$ cat src/rtl/iir_allpole_mac.sv
// rtl/iir_allpole_mac.sv - time-multiplexed all-pole IIR section, y[n] = x[n] - sum a_k*y[n-k]
//
// One signed multiplier is shared across all feedback taps. An accepted sample
// walks IDLE -> MAC (one tap per cycle) -> RND -> OUT. In RND the accumulator is
// rounded and saturated, and the result is pushed into the feedback history.
//
// Ports:
//   clk      rising-edge clock
//   i_rst    synchronous reset, active-low
//   i_x      input sample, signed Q1.15
//   i_valid  i_x valid; held with i_x stable until accepted
//   o_ready  block can accept a sample (IDLE only)
//   i_a      packed coefficients, a_k at [k*CW-1:(k-1)*CW], signed Q1.15
//   o_y      output sample, signed Q3.15
//   o_valid  o_y valid
//   i_ready  downstream accepts o_y
//   o_sat    o_y of the current result was clipped
module iir_allpole_mac #(
  parameter int NPOLES = 3,
  parameter int XW     = 16,
  parameter int CW     = 16,
  parameter int YW     = 18,
  parameter int AW     = 40
) (
  input  logic                 clk,
  input  logic                 i_rst,
  input  logic [XW-1:0]        i_x,
  input  logic                 i_valid,
  output logic                 o_ready,
  input  logic [NPOLES*CW-1:0] i_a,
  output logic [YW-1:0]        o_y,
  output logic                 o_valid,
  input  logic                 i_ready,
  output logic                 o_sat
);

  localparam int KW = $clog2(NPOLES + 1);
  localparam int PW = CW + YW;

  // Saturation bounds of the output, expressed at accumulator width.
  localparam logic signed [AW-1:0] R_MAX = {{(AW-YW+1){1'b0}}, {(YW-1){1'b1}}};
  localparam logic signed [AW-1:0] R_MIN = {{(AW-YW+1){1'b1}}, {(YW-1){1'b0}}};
  // Half an output LSB in Q.30 for round-half-up.
  localparam logic signed [AW-1:0] HALF  = {{(AW-15){1'b0}}, 1'b1, 14'b0};

  typedef enum logic [1:0] {
    S_IDLE,
    S_MAC,
    S_RND,
    S_OUT
  } state_t;

  state_t                state_q, state_d;
  logic [KW-1:0]         k_q, k_d;
  logic signed [AW-1:0]  acc_q, acc_d;
  logic signed [CW-1:0]  a_q  [NPOLES];
  logic signed [CW-1:0]  a_d  [NPOLES];
  // yh_q[0] holds y[n-1], yh_q[NPOLES-1] holds y[n-NPOLES].
  logic signed [YW-1:0]  yh_q [NPOLES];
  logic signed [YW-1:0]  yh_d [NPOLES];
  logic signed [YW-1:0]  y_q, y_d;
  logic                  sat_q, sat_d;
  // Keeps o_ready low during reset and for the release edge itself.
  logic                  en_q, en_d;

  logic                  accept;
  logic signed [CW-1:0]  coef;
  logic signed [YW-1:0]  yk;
  logic signed [PW-1:0]  prod;
  logic signed [AW-1:0]  rnd_sum;
  logic signed [AW-1:0]  rnd_r;
  logic signed [YW-1:0]  y_sat;
  logic                  clip;

  assign o_ready = en_q && (state_q == S_IDLE);
  assign o_valid = (state_q == S_OUT);
  assign o_y     = y_q;
  assign o_sat   = sat_q;
  assign accept  = i_valid && o_ready;

  // Tap operand select for the current k (1-based).
  always_comb begin
    coef = '0;
    yk   = '0;
    for (int i = 0; i < NPOLES; i++) begin
      if (k_q == KW'(i + 1)) begin
        coef = a_q[i];
        yk   = yh_q[i];
      end
    end
  end

  assign prod = coef * yk;

  // Round half up, then clip to the YW-bit signed range.
  always_comb begin
    rnd_sum = acc_q + HALF;
    rnd_r   = rnd_sum >>> 15;
    clip    = 1'b0;
    y_sat   = rnd_r[YW-1:0];
    if (rnd_r > R_MAX) begin
      clip  = 1'b1;
      y_sat = R_MAX[YW-1:0];
    end else if (rnd_r < R_MIN) begin
      clip  = 1'b1;
      y_sat = R_MIN[YW-1:0];
    end
  end

  always_comb begin
    state_d = state_q;
    k_d     = k_q;
    acc_d   = acc_q;
    a_d     = a_q;
    yh_d    = yh_q;
    y_d     = y_q;
    sat_d   = sat_q;
    en_d    = 1'b1;

    case (state_q)
      S_IDLE: begin
        if (accept) begin
          for (int i = 0; i < NPOLES; i++) begin
            a_d[i] = i_a[i*CW +: CW];
          end
          acc_d   = {{(AW-XW-15){i_x[XW-1]}}, i_x, 15'b0};
          k_d     = KW'(1);
          state_d = S_MAC;
        end
      end
      S_MAC: begin
        acc_d = acc_q - {{(AW-PW){prod[PW-1]}}, prod};
        if (k_q == KW'(NPOLES)) begin
          state_d = S_RND;
        end else begin
          k_d = k_q + KW'(1);
        end
      end
      S_RND: begin
        y_d     = y_sat;
        sat_d   = clip;
        // The clipped value is what feeds back, keeping the loop bounded.
        yh_d[0] = y_sat;
        for (int i = 1; i < NPOLES; i++) begin
          yh_d[i] = yh_q[i-1];
        end
        k_d     = '0;
        state_d = S_OUT;
      end
      S_OUT: begin
        if (i_ready) begin
          state_d = S_IDLE;
        end
      end
      default: state_d = S_IDLE;
    endcase
  end

  always_ff @(posedge clk) begin
    if (!i_rst) begin
      state_q <= S_IDLE;
      k_q     <= '0;
      acc_q   <= '0;
      y_q     <= '0;
      sat_q   <= 1'b0;
      en_q    <= 1'b0;
      for (int i = 0; i < NPOLES; i++) begin
        a_q[i]  <= '0;
        yh_q[i] <= '0;
      end
    end else begin
      state_q <= state_d;
      k_q     <= k_d;
      acc_q   <= acc_d;
      y_q     <= y_d;
      sat_q   <= sat_d;
      en_q    <= en_d;
      for (int i = 0; i < NPOLES; i++) begin
        a_q[i]  <= a_d[i];
        yh_q[i] <= yh_d[i];
      end
    end
  end

endmodule

$ cat config.mk
export PLATFORM = sky130hd
export DESIGN_NAME = iir_allpole_mac
export DESIGN_NICKNAME = d
export VERILOG_FILES = /design/src/rtl/iir_allpole_mac.sv
export SDC_FILE = /design/constraint.sdc
export NUM_CORES = 1
export LEC_CHECK = 0
export CAP_MARGIN = 30
export CELL_PAD_IN_SITES_DETAIL_PLACEMENT = 1
export CELL_PAD_IN_SITES_GLOBAL_PLACEMENT = 1
export CORE_MARGIN = 2
export CORE_UTILIZATION = 50
export DETAILED_ROUTE_END_ITERATION = 10
export GPL_TIMING_DRIVEN = 0
export HOLD_SLACK_MARGIN = 0.06
export PLACE_DENSITY = 0.85
export SYNTH_ARGS = -nofsm -noshare
export SYNTH_HDL_FRONTEND = slang
export SYNTH_SLANG_ARGS = --single-unit
$ cat constraint.sdc
create_clock -name clk -period 17.15 [get_ports clk]
set_input_delay 5.145 -clock clk [delete_from_list [all_inputs] [get_ports clk]]
set_output_delay 5.145 -clock clk [all_outputs]
set_load 0.03 [all_outputs]
### After elaboration in Yosys (flattened, before gate mapping)

Index checks and enable logic that the tools add are counted.

* add/subtract/negate cells: 3
* multipliers: 1
* magnitude comparators: 2
* eq/ne operators: 10
* multiplexer cells: 19
* reduce and logical (&&, ||, !) cells: 9

Operators with widths (count)
* $mux W18: 5
* $pmux W40 S2: 1
* $mux W16: 3
* $add A40 B16 Y40 const B: 1
* $mux W40: 1
* $sub A40 B40 Y40: 1
* $mul A16 B18 Y34: 1
* $gt A25 B18 Y1 const B: 1
* $lt A25 B18 Y1 const B: 1
* $eq A2 B2 Y1 const B: 4
* $mux W2: 4
* $pmux W2 S4: 1
* $ne A2 B2 Y1 const B: 3
* $pmux W2 S3: 1
* $reduce_and A3 Y1: 2
* $eq A2 B1 Y1 const B: 2
* $reduce_and A2 Y1: 2
* $mux W1: 3
* $reduce_bool A3 Y1: 1
* $add A2 B1 Y2 const B: 1
* $logic_and A1 B1 Y1: 2
* $logic_not A2 Y1: 1
* $ne A2 B1 Y1 const B: 1
* $reduce_bool A2 Y1: 1

* register bits: 148
* word-level logic and storage cells: 55

### Logic depth before layout (Yosys ltp)

Gate-level depths: netlist of run 1.

* depth after elaboration: 7
* depth in mapped cells: 47
* gate-level depth less buffers: 44

### Worst setup path after synthesis of run 1

Ideal clock, no wire load.

* path kind: register to register
* from: register k_q[0]
* to: register acc_q[32]
* library setup time: 0.128 ns
* arrival time: 9.144 ns
* required time: 17.022 ns
* setup slack: 7.878 ns
* stages on the path, launching flop included: 43
* path buffers: 3
* period minus slack after synthesis: 9.272 ns
* cell sequence: dfxtp_1 > inv_1 > ha_1 > clkbuf_1 > buf_1 > a21oi_1 > nor2_1 > a21oi_1 > clkbuf_1 > nor2_1 > fa_1 > inv_1 > fa_1 > fa_1 > inv_1 > fa_1 > fa_1 > inv_1 > [7 not listed] > a21oi_1 > nor2b_1 > o21ai_0 > nand2b_1 > a21oi_1 > xor2_1 > ha_1 > a211o_1 > a21oi_1 > a32oi_1 > a32o_1 > a21oi_1 > nand2b_1 > a21oi_1 > o21ai_0 > xnor2_1 > a222oi_1 > nor2_1

* word-level cells in the longest chain between the ends: 7

RTL lines
* start: declaration: RTL line 54 `logic [KW-1:0] k_q, k_d;`
* start signal: assignment: RTL line 173 `k_q <= k_d;`
* $eq A2 B1 Y1: RTL line 86 `if (k_q == KW'(i + 1)) begin`
* $mux W16 or $mux W18 (tied branches) (3 in a row): RTL line 86
* $mul A16 B18 Y34 (*): RTL line 93 `assign prod = coef * yk;`
* $sub A40 B40 Y40 (*): RTL line 132 `acc_d = acc_q - {{(AW-PW){prod[PW-1]}}, prod};`
* $pmux W40 S2 (*): RTL line 120 `case (state_q)`
* end signal: assignment: RTL line 163 `acc_q <= '0;`
* end signal: assignment: RTL line 174 `acc_q <= acc_d;`
* end: declaration: RTL line 55 `logic signed [AW-1:0] acc_q, acc_d;`

Mark *: on every way between the ends. The rest lies on a longest branch, timed or not.
A chain may end at the register's enable or synchronous reset.

### Final worst setup path of run 1

* from: register k_q[0]
* to: register acc_q[34]

Same word-level chain as after synthesis.

==> results of run 1 <==
-- routing by layer --
layer  part of all wire, %  track usage (%)  vias to the layer above
li1                      -                -                     7747
met1                    39             42.5                     8754
met2                    48             58.0                      675
met3                   6.9             6.62                      199
met4                   5.6             17.4                        0
met5                     0                0                        -
-- where the power goes --
| part | leakage (nW) | internal, mW | total [mW] | switching, mW |
|---|---|---|---|---|
| Clock | 0.277 | 0.220 | 0.386 | 0.166 |
| Combinational | 8.30 | 0.338 | 0.886 | 0.547 |
| Sequential | 1.20 | 0.391 | 0.460 | 0.0686 |
| Total | 9.78 | 0.950 | 1.73 | 0.782 |
-- layout make-up --
cell class,instances,area (um2),area share (%)
Timing Repair Buffer,107,1030,4.77
Multi-Input combinational cell,1721,14400,66.8
Sequential cell,148,2960,13.8
Inverter,379,1420,6.61
Clock buffer,19,443,2.06
Buffer,109,494,2.30
Tap cell,511,639,2.97
Clock inverter,13,148,0.686
-- cell usage after synthesis, types with 5 or more instances --
| cell | instances |
|---|---|
| nor2_1 | 301 |
| o221a_2 | 16 |
| o31ai_1 | 5 |
| buf_4 | 19 |
| o21ai_1 | 25 |
| nor2b_1 | 9 |
| o21bai_1 | 6 |
| a21oi_1 | 163 |
| o21ai_0 | 49 |
| a22oi_1 | 12 |
| or3_1 | 6 |
| or2_2 | 7 |
| o22ai_1 | 6 |
| dfxtp_1 | 148 |
| and3_1 | 12 |
| mux2i_1 | 38 |
| nand3_1 | 22 |
| nand4_1 | 10 |
| a222oi_1 | 11 |
| a211oi_1 | 12 |
| o21a_1 | 39 |
| nor3_1 | 11 |
| buf_1 | 10 |
| inv_1 | 379 |
| xor2_1 | 37 |
| a21o_1 | 25 |
| a31oi_1 | 10 |
| fa_1 | 291 |
| xnor2_1 | 46 |
| and2_1 | 6 |
| a211o_1 | 5 |
| nand2_1 | 340 |
| nand2b_1 | 21 |
| ha_1 | 128 |
| clkbuf_1 | 74 |
| o221ai_1 | 7 |
-- registers in the layout, indices dropped and copies added, names as in the netlist --
register / flops
a_q: 48
acc_q: 40
yh_q: 36
o_y: 18
k_q: 2
state_q: 2
en_q: 1
o_sat: 1
-- through the flow --
stage / power (mW) / hold WS [ns] / area (um2) / util (%)
2_1_floorplan: 1.04 / 0.436 / 19300 / -
3_3_place_gp: 1.28 / 0.442 / 20800 / 54.9
3_5_place_dp: 1.32 / 0.453 / 20900 / 55.3
4_1_cts: 1.71 / 0.467 / 21500 / 56.8
5_1_grt: 1.82 / 0.477 / 21500 / 56.9
6_report: 1.73 / 0.463 / 21500 / 56.9
-- worst max-delay path, delay by kind of cell, from the launching register on --
family,cells,cell delay (ns)
flip-flops,1,0.43
XOR/XNOR,1,0.31
buffers and inverters,9,1.76
AO/OA/AOI/OAI,10,3.27
AND/OR/NAND/NOR,11,2.08
adder cells (fa/ha/maj),9,4.10
-- worst max path at each step --
stage | from | endpoint | slack [ns] | cells past startpoint
global route | k_q[0]$_SDFFE_PN0P_ | acc_q[36]$_SDFFE_PN0P_ | 4.49 | 38
CTS | k_q[0]$_SDFFE_PN0P_ | acc_q[34]$_SDFFE_PN0P_ | 5.42 | 38
finish | k_q[0]$_SDFFE_PN0P_ | acc_q[34]$_SDFFE_PN0P_ | 5.06 | 40
floorplan | k_q[0]$_SDFFE_PN0P_ | acc_q[32]$_SDFFE_PN0P_ | 7.88 | 42
global placement | k_q[0]$_SDFFE_PN0P_ | acc_q[35]$_SDFFE_PN0P_ | 5.47 | 38
detailed placement | k_q[0]$_SDFFE_PN0P_ | acc_q[35]$_SDFFE_PN0P_ | 5.45 | 36
-- cell families (layout without fill, tap and decap cells) --
group                      after synthesis  count (layout)  synth area share, %
AOI/OAI and AO/OA                      417             417                 13.9
buffers and inverters                  488             627                 9.95
muxes                                   38              38                 1.97
adders and majority gates              419             419                 38.6
xor gates and xnor gates                84              84                 3.86
and+or+nand+nor                        763             763                 16.4
DFF                                    148             148                 15.4
==> out/qor_table.md, run 1 <==
| Metric | Value |
| --- | --- |
| Status | completed |
| Initial antenna violation count | 0 |
| Number of ports placed on the die boundary | 89 |
| Diode insertion count for antenna repair | 0 |
| Hold-critical path endpoint | a_q[40]$_SDFFE_PN0P_ |
| Worst-case clock buffer depth | 2 |
| Headroom to the max-slew limit | 21.5% |
| Port bufs | 88 |
| Signed area change from the synthesized netlist to the final layout | 11.7% |
| Final Slew Violations | 0 |
| Residual overflow from global routing | 0 |
| Stage delay of the slowest cell on the critical path | 0.92 ns |
| Via count normalized by instance count | 5.78 |
| Count of flip-flops with a built-in enable after synthesis | 0 |
| Nets | 2970 |
| Number of vias in the routed layout | 17400 |
| Fraction of final layout cells with drive strength greater than 1 | 4.25% |
| Pin count of the biggest net entering global routing | 17 |
| Worst-Margin Slew | 1.18 ns |
| WHS Path Cells | 2 |
| Average detailed-routed wire length per instance | 22.4 um |
| Clk_skew | 0.00726 ns |
| Final period demand of the worst path | 12.09 ns |
| Cell Rows | 71 |
| Cells taking the most area after synthesis | fa_1 (30%), dfxtp_1 (15%), ha_1 (8.3%), inv_1 (7.4%), nand2_1 (6.6%) |
| DR iter-0 viols | 1132 |
| Cell count after placement | 2972 |
| Detailed-routing iteration count for the pre-antenna-repair pass | 5 |
| Warning count from the yosys run | 0 |
| Worst min-delay path startpoint | a_q[40]$_SDFFE_PN0P_ |
| Least setup slack across all paths after layout | 5.06 ns |
| Share of the clock period used by the worst path after layout | 70.5% |
| Cell with the largest stage delay on the worst path | a21oi_1 |
| Half-perimeter wire length after placement | 56200 um |
| Routability cong. | 0.979 |
| Die area | 40100 um2 |
| Number of unique standard cell types used by synthesis | 71 |
| Share of synthesized registers carrying an async set or reset | 0% |
| Total power divided by cell area | 80.5 nW/um2 |
| CP Data Required Time | 17.46 ns |
| Vias in the first global route | 19400 |
| Sequential cell area fraction in the yosys report | 15.4% |
| Number of setup violations in the final report | 0 |
| Max-Cap Viols | 0 |
| Number of buffers inserted by post-CTS setup repair | 0 |
| Pre-CTS setup slack | 5.45 ns |
| Most common cell type on the critical path | fa_1 |
| Height of the chip | 200 um |
| Maximum net fanout on the critical path | 10 |
| CTS Buf Count | 17 |
| Number of nets in the synthesized netlist | 2844 |
| Global-route wire length before repair | 108000 um |
| Clock latency at the later pin of the worst-skew pair | 0.44 ns |
| Total of fill cells in the finished design | 4712 |
| FF-to-FF Start | k_q[0]$_SDFFE_PN0P_ |
| Root Buffer Master | clkbuf_16 |
| Crit path kind | reg2reg |
| Effective utilization at floorplan | 50.9% |
| Number of clock sinks | 148 |
| Number of levels the H-tree was split into | 4 |
| Standard cell core area | 37800 um2 |
| Worst EP arrival | 12.40 ns |
| Critical path launch point type | flip-flop |
| Worst-case register-to-register setup slack | 5.06 ns |
| Drt drc | 0 |
| Clock transition time at the flip-flop clock pins of the worst setup and hold paths | 0.07 ns |
| Overall global routing resource usage | 34.5% |
| Antenna violation net count after detailed routing | 0 |
| Routed WL | 67400 um |
| Commonest cells after routing, fill and taps aside | inv_1 (379), nand2_1 (340), nor2_1 (301), fa_1 (291), a21oi_1 (163) |
| Post-cts sizing count | 0 |
| Synthesized instance count | 2357 |
| CTS tree | built |
| Post-Synthesis Cell Area | 19300 um2 |
| Cell count of the worst reg-to-reg path | 40 |
| Leading area contributor after synthesis | fa_1 |
| Top FF cell, synth | dfxtp_1 |
| Number of synthesized register bits | 148 |
| Horiz. Die Dim | 200 um |
| RSZ-0062 raised after global routing | no |
| Most common cell after layout, fill and taps aside | inv_1 |
| Number of hold violations in the final report | 0 |
| Hold buffer count at cts | 0 |
| Class of the tightest hold or removal check | reg2reg |
| Endpoint kind of the worst setup timing path | flip-flop |
| Setup TNS | 0 ns |
| Highest attainable clock frequency | 82.7 MHz |
| FF-to-FF End | acc_q[34]$_SDFFE_PN0P_ |
| Number of cells in the finished layout apart from fillers | 3007 |
| Area share of the leading cell type in the synthesized netlist | 30.2% |
| Average size of a mapped cell | 8.17 um2 |
| Maximum vdd ir drop | 0.0938 mV |
| LEAKAGE | 9.78 nW |
No activity file was read; power rests on OpenSTA's default activity.
==> run 2: changes to the inputs <==
- CORE_UTILIZATION: 50 -> 43
- PLACE_DENSITY: 0.85 -> 0.77
- clock period: 17.15 -> 10.2 ns (I/O delays scaled with it)
==> out/qor_table.md, run 2 (synthesis gave the netlist of run 1 again) <==
| Metric | Value | Delta |
| --- | --- | --- |
| Number of hold violations in the final report | 0 | unchanged |
| Die area | 46500 um2 | was 40100 um2 |
| Root Buffer Master | clkbuf_16 | unchanged |
| Share of the clock period used by the worst path after layout | 97.3% | was 70.5% |
| Maximum vdd ir drop | 0.146 mV | was 0.0938 mV |
| Commonest cells after routing, fill and taps aside | inv_1 (377), nand2_1 (340), nor2_1 (299), fa_1 (290), a21oi_1 (149) | was inv_1 (379), nand2_1 (340), nor2_1 (301), fa_1 (291), a21oi_1 (163) |
| Standard cell core area | 44200 um2 | was 37800 um2 |
| CTS Buf Count | 17 | unchanged |
| Signed area change from the synthesized netlist to the final layout | 16.0% | was 11.7% |
| Half-perimeter wire length after placement | 55800 um | was 56200 um |
| Clk_skew | 0.00774 ns | was 0.00726 ns |
| Number of setup violations in the final report | 0 | unchanged |
| Count of buffer and inverter cells on the critical path | 8 | was 9 |
| CTS tree | built | unchanged |
| Horiz. Die Dim | 216 um | was 200 um |
| Vias in the first global route | 18800 | was 19400 |
| Effective utilization at floorplan | 43.6% | was 50.9% |
| Via count normalized by instance count | 5.49 | was 5.78 |
| Cell Rows | 77 | was 71 |
| Cell with the largest stage delay on the worst path | fa_1 | was a21oi_1 |
| Number of ports placed on the die boundary | 89 | unchanged |
| Final period demand of the worst path | 9.92 ns | was 12.09 ns |
| Global-route wire length before repair | 105000 um | was 108000 um |
| Routed WL | 67200 um | was 67400 um |
| WHS Path Cells | 2 | unchanged |
| DR iter-0 viols | 964 | was 1132 |
| Antenna violation net count after detailed routing | 0 | unchanged |
| Clock transition time at the flip-flop clock pins of the worst setup and hold paths | 0.07 ns | about the same |
| Stage delay of the slowest cell on the critical path | 0.64 ns | was 0.92 ns |
| Number of clock sinks | 148 | unchanged |
| Residual overflow from global routing | 0 | unchanged |
| LEAKAGE | 10.1 nW | was 9.78 nW |
| Leading registers by flop count | a_q x48, acc_q x40, yh_q x36 | unchanged |
| Final core utilization | 50.5% | was 56.9% |
| Headroom to the max-slew limit | 32.9% | was 21.5% |
| Most common cell after layout, fill and taps aside | inv_1 | unchanged |
| Average detailed-routed wire length per instance | 21.6 um | was 22.4 um |
| Routability cong. | 0.959 | was 0.979 |
| Port bufs | 88 | unchanged |
| Critical path launch point type | flip-flop | unchanged |
| Number of flip-flops in the largest register | 48 | unchanged |
| Fraction of final layout cells with drive strength greater than 1 | 9.93% | was 4.25% |
| Power Total | 3.03 mW | was 1.73 mW |
| CP Data Required Time | 10.56 ns | was 17.46 ns |
| Detailed-routing iteration count for the pre-antenna-repair pass | 5 | unchanged |
| Number of levels the H-tree was split into | 4 | unchanged |
| Crit path max-delay family | adder cells | unchanged |
| Number of vias in the routed layout | 17100 | was 17400 |
| Crit path kind | reg2reg | unchanged |
| Height of the chip | 216 um | was 200 um |
| Initial antenna violation count | 2 | was 0 |
| Pin count of the biggest net entering global routing | 19 | was 17 |
| Clock latency at the later pin of the worst-skew pair | 0.45 ns | was 0.44 ns |
| Worst EP arrival | 10.29 ns | was 12.40 ns |
| Highest attainable clock frequency | 101 MHz | was 82.7 MHz |
| Register name with the most flops | a_q | unchanged |
| Diode insertion count for antenna repair | 0 | unchanged |
| Max-Cap Viols | 0 | unchanged |
| Overall global routing resource usage | 29.5% | was 34.5% |
| Status | completed | unchanged |
| Class of the tightest hold or removal check | reg2reg | unchanged |
| Worst-case clock buffer depth | 2 | unchanged |
| Worst-Margin Slew | 1.01 ns | was 1.18 ns |
| Final Slew Violations | 0 | unchanged |
| Nets | 2991 | was 2970 |
| Drt drc | 0 | unchanged |
| Most common cell type on the critical path | fa_1 | unchanged |
| Total power divided by cell area | 136 nW/um2 | was 80.5 nW/um2 |
| Maximum net fanout on the critical path | 10 | unchanged |
| CP Depth | 38 | was 40 |
| Cell count of the worst reg-to-reg path | 38 | was 40 |
| Endpoint kind of the worst setup timing path | flip-flop | unchanged |
-- run 2: stage by stage --
| step | setup WS (ns) | area [um2] | setup TNS (ns) | hold slack (ns) | std cells |
|---|---|---|---|---|---|
| after global placement | -1.55 | 20900 | -21.04 | 0.444 | 3037 |
| after detailed placement | -1.51 | 21100 | -19.70 | 0.455 | 3059 |
| after CTS | 0.00503 | 21900 | 0 | 0.468 | 3090 |
| after global routing | -0.0882 | 22300 | -0.301 | 0.476 | 3109 |
| final | 0.276 | 22300 | 0 | 0.467 | 3109 |
| after floorplan | 0.928 | 19300 | 0 | 0.436 | 2357 |
-- run 2: repair_timing --
action	CTS	global route
pin swaps	4	19
hold buffers	0	0
gates resized for setup	90	97
setup buffers	5	21
setup endpoints to repair	21	15
hold endpoints to repair	0	0
-- run 2: routing by layer --
metal,track usage [%],vias to the layer above,wire [um],part of all wire [%]
met5,0,-,23,0.034
met1,37.3,8637,27900,42
met4,11.2,4,2740,4.1
met2,50.1,508,32400,48
li1,-,7797,-,-
met3,5.40,137,4100,6.1
-- run 2: final cells by class --
cell class                      count  area, um2
Tap cell                          592        741
Timing Repair Buffer              136       1250
Sequential cell                   148       2970
Fill cell                        5315      21900
Clock buffer                       20        457
Clock inverter                     12        105
Buffer                            101        563
Multi-Input combinational cell   1721      14800
Inverter                          379       1430
-- run 2: power by group --
| group | switching [mW] | internal, mW | total [mW] |
|---|---|---|---|
| logic | 0.964 | 0.674 | 1.64 |
| clock network | 0.272 | 0.348 | 0.619 |
| registers | 0.119 | 0.659 | 0.778 |
| total | 1.35 | 1.68 | 3.03 |
-- run 2: worst paths after layout --
path         slack [ns]            startpoint                endpoint
min                0.47  a_q[23]$_SDFFE_PN0P_    a_q[23]$_SDFFE_PN0P_
max                0.28   k_q[0]$_SDFFE_PN0P_  acc_q[38]$_SDFFE_PN0P_
min reg2reg        0.47  a_q[23]$_SDFFE_PN0P_    a_q[23]$_SDFFE_PN0P_
max reg2reg        0.28   k_q[0]$_SDFFE_PN0P_  acc_q[38]$_SDFFE_PN0P_
-- run 2: tightest hold or removal path, cell delays in order (launching register included) --
cell and delay, ns:
dfxtp_1 0.31, nand2_1 0.05, a21oi_1 0.06
==> run 3: changes to the inputs <==
- CORE_UTILIZATION: 43 -> 48
- PLACE_DENSITY: 0.77 -> 0.82
- clock period: 10.2 -> 10.1 ns (I/O delays scaled with it)
==> out/qor_table.md, run 3 (synthesis gave the netlist of run 1 again) <==
| Metric | Value | Delta |
| --- | --- | --- |
| Clk_skew | 0.0103 ns | was 0.00774 ns |
| Maximum vdd ir drop | 0.181 mV | was 0.146 mV |
| CTS tree | built | unchanged |
| Worst-Margin Slew | 0.972 ns | was 1.01 ns |
| Setup TNS | 0 ns | unchanged |
| Worst EP arrival | 10.16 ns | was 10.29 ns |
| Standard cell core area | 39600 um2 | was 44200 um2 |
| Register name with the most flops | a_q | unchanged |
| Fraction of final layout cells with drive strength greater than 1 | 11.2% | was 9.93% |
| Port bufs | 88 | unchanged |
| Number of hold violations in the final report | 0 | unchanged |
| Clock transition time at the flip-flop clock pins of the worst setup and hold paths | 0.07 ns | about the same |
| Detailed-routing iteration count for the pre-antenna-repair pass | 5 | unchanged |
| Endpoint kind of the worst setup timing path | flip-flop | unchanged |
| Class of the tightest hold or removal check | reg2reg | unchanged |
| Share of the clock period used by the worst path after layout | 97.6% | was 97.3% |
| Pin count of the biggest net entering global routing | 17 | was 19 |
| Area used by sequential logic in the layout | 2970 um2 | unchanged |
| Max-Cap Viols | 0 | unchanged |
| Footprint of the multi-input gates | 15000 um2 | was 14800 um2 |
| Stage delay of the slowest cell on the critical path | 0.60 ns | was 0.64 ns |
| Cell with the largest stage delay on the worst path | fa_1 | unchanged |
| Routed WL | 70000 um | was 67200 um |
| CTS Buf Count | 17 | unchanged |
| Via count normalized by instance count | 5.76 | was 5.49 |
| Cell Rows | 73 | was 77 |
| Antenna violation net count after detailed routing | 0 | unchanged |
| Number of cells in the finished layout apart from fillers | 3051 | was 3109 |
| Worst-case clock buffer depth | 2 | unchanged |
| Commonest cells after routing, fill and taps aside | inv_1 (378), nand2_1 (339), nor2_1 (300), fa_1 (288), dfxtp_1 (147) | was inv_1 (377), nand2_1 (340), nor2_1 (299), fa_1 (290), a21oi_1 (149) |
| Vias in the first global route | 18900 | was 18800 |
| Overall global routing resource usage | 33.9% | was 29.5% |
| DR iter-0 viols | 1162 | was 964 |
| Clock latency at the later pin of the worst-skew pair | 0.45 ns | about the same |
| Average detailed-routed wire length per instance | 23.0 um | was 21.6 um |
| Hold buffer count at cts | 0 | unchanged |
| Total power divided by cell area | 140 nW/um2 | was 136 nW/um2 |
| Cell count after placement | 2993 | was 3059 |
| Die area | 41800 um2 | was 46500 um2 |
| Most common cell after layout, fill and taps aside | inv_1 | unchanged |
| Half-perimeter wire length after placement | 56400 um | was 55800 um |
| Drt drc | 0 | unchanged |
| Horiz. Die Dim | 204 um | was 216 um |
| Signed area change from the synthesized netlist to the final layout | 16.9% | was 16.0% |
| Number of flip-flops in the largest register | 48 | unchanged |
| Power Total | 3.15 mW | was 3.03 mW |
| Initial antenna violation count | 1 | was 2 |
| Effective utilization at floorplan | 48.6% | was 43.6% |
| Final Hold Slack | 0.462 ns | was 0.467 ns |
| Headroom to the max-slew limit | 35.2% | was 32.9% |
| Number of setup violations in the final report | 0 | unchanged |
| Global-route wire length before repair | 107000 um | was 105000 um |
| Maximum net fanout on the critical path | 10 | unchanged |
| LEAKAGE | 10.2 nW | was 10.1 nW |
| Final core utilization | 56.8% | was 50.5% |
| Total of fill cells in the finished design | 4731 | was 5315 |
| Residual overflow from global routing | 0 | unchanged |
| Nets | 3000 | was 2991 |
| Number of clock sinks | 148 | unchanged |
| Diode insertion count for antenna repair | 0 | unchanged |
| Height of the chip | 204 um | was 216 um |
| Leading registers by flop count | a_q x48, acc_q x40, yh_q x36 | unchanged |
| Number of levels the H-tree was split into | 4 | unchanged |
| Critical path launch point type | flip-flop | unchanged |
| CP Data Required Time | 10.40 ns | was 10.56 ns |
| Final period demand of the worst path | 9.86 ns | was 9.92 ns |
| Most common cell type on the critical path | fa_1 | unchanged |
| Final Slew Violations | 0 | unchanged |
| Crit path kind | reg2reg | unchanged |
| Number of ports placed on the die boundary | 89 | unchanged |
| Status | completed | unchanged |
| Root Buffer Master | clkbuf_16 | unchanged |
| Routability cong. | 0.954 | was 0.959 |
| Number of vias in the routed layout | 17600 | was 17100 |
| Highest attainable clock frequency | 101 MHz | about the same |
## run 3: cell types whose count changed in the layout (fill, tap and decap cells not counted), sizes merged
cell	previous run	this run
buf	85	103
clkbuf	84	77
clkinv	8	4
inv	379	381
## run 3: per-layer routing
metal | GRT usage [%] | part of all wire [%] | vias to the layer above
met1 | 42.7 | 41 | 8990
met2 | 56.5 | 49 | 595
li1 | - | - | 7804
met3 | 5.95 | 5.5 | 186
met5 | 0 | 0.019 | -
met4 | 15.9 | 4.9 | 2
## run 3: timing repair
item | 4_1_cts | 5_1_grt
setup buffers | 4 | 28
resized for setup | 104 | 135
endpoints found under the setup margin | 20 | 15
pin swaps | 3 | 22
## run 3: path summary, 6_finish.rpt
| kind | start | endpoint | slack (ns) | cells past startpoint |
|---|---|---|---|---|
| setup reg to reg | k_q[0]$_SDFFE_PN0P_ | acc_q[32]$_SDFFE_PN0P_ | 0.24 | 39 |
| setup / recovery | k_q[0]$_SDFFE_PN0P_ | acc_q[32]$_SDFFE_PN0P_ | 0.24 | 39 |
| hold reg to reg | a_q[41]$_SDFFE_PN0P_ | a_q[41]$_SDFFE_PN0P_ | 0.46 | 2 |
| hold / removal | a_q[41]$_SDFFE_PN0P_ | a_q[41]$_SDFFE_PN0P_ | 0.46 | 2 |
## run 3: metrics by stage
stage          setup slack [ns]  instance area [um2]
2_1_floorplan             0.828                19300
3_3_place_gp              -1.58                20800
3_5_place_dp              -1.49                21000
4_1_cts                 -0.0341                21900
5_1_grt                 -0.0560                22500
6_report                  0.240                22500
## run 3: area by class of cell
type	count	area share [%]
flip-flops and latches	148	13.2
repair buffers	143	5.92
clock buffers	22	2.11
inverters	379	6.32
multi-input cells	1721	66.5
well taps	525	2.92
clock inverters	10	0.433
plain buffers	103	2.68
## run 3: critical path: cells and delay by family (launching register included)
family / cells / cell delay, ns
buffers and inverters: 7 / 0.80
and+or+nand+nor: 7 / 0.98
adders and majority gates: 9 / 4.02
xor gates and xnor gates: 2 / 0.43
DFF: 1 / 0.37
AOI/OAI and AO/OA: 14 / 3.06
## run 3: where the power goes
part / total [mW] / internal, mW / leakage, nW / switching [mW]
sequential: 0.791 / 0.666 / 1.20 / 0.125
clock: 0.630 / 0.360 / 0.273 / 0.271
combinational: 1.73 / 0.705 / 8.72 / 1.02
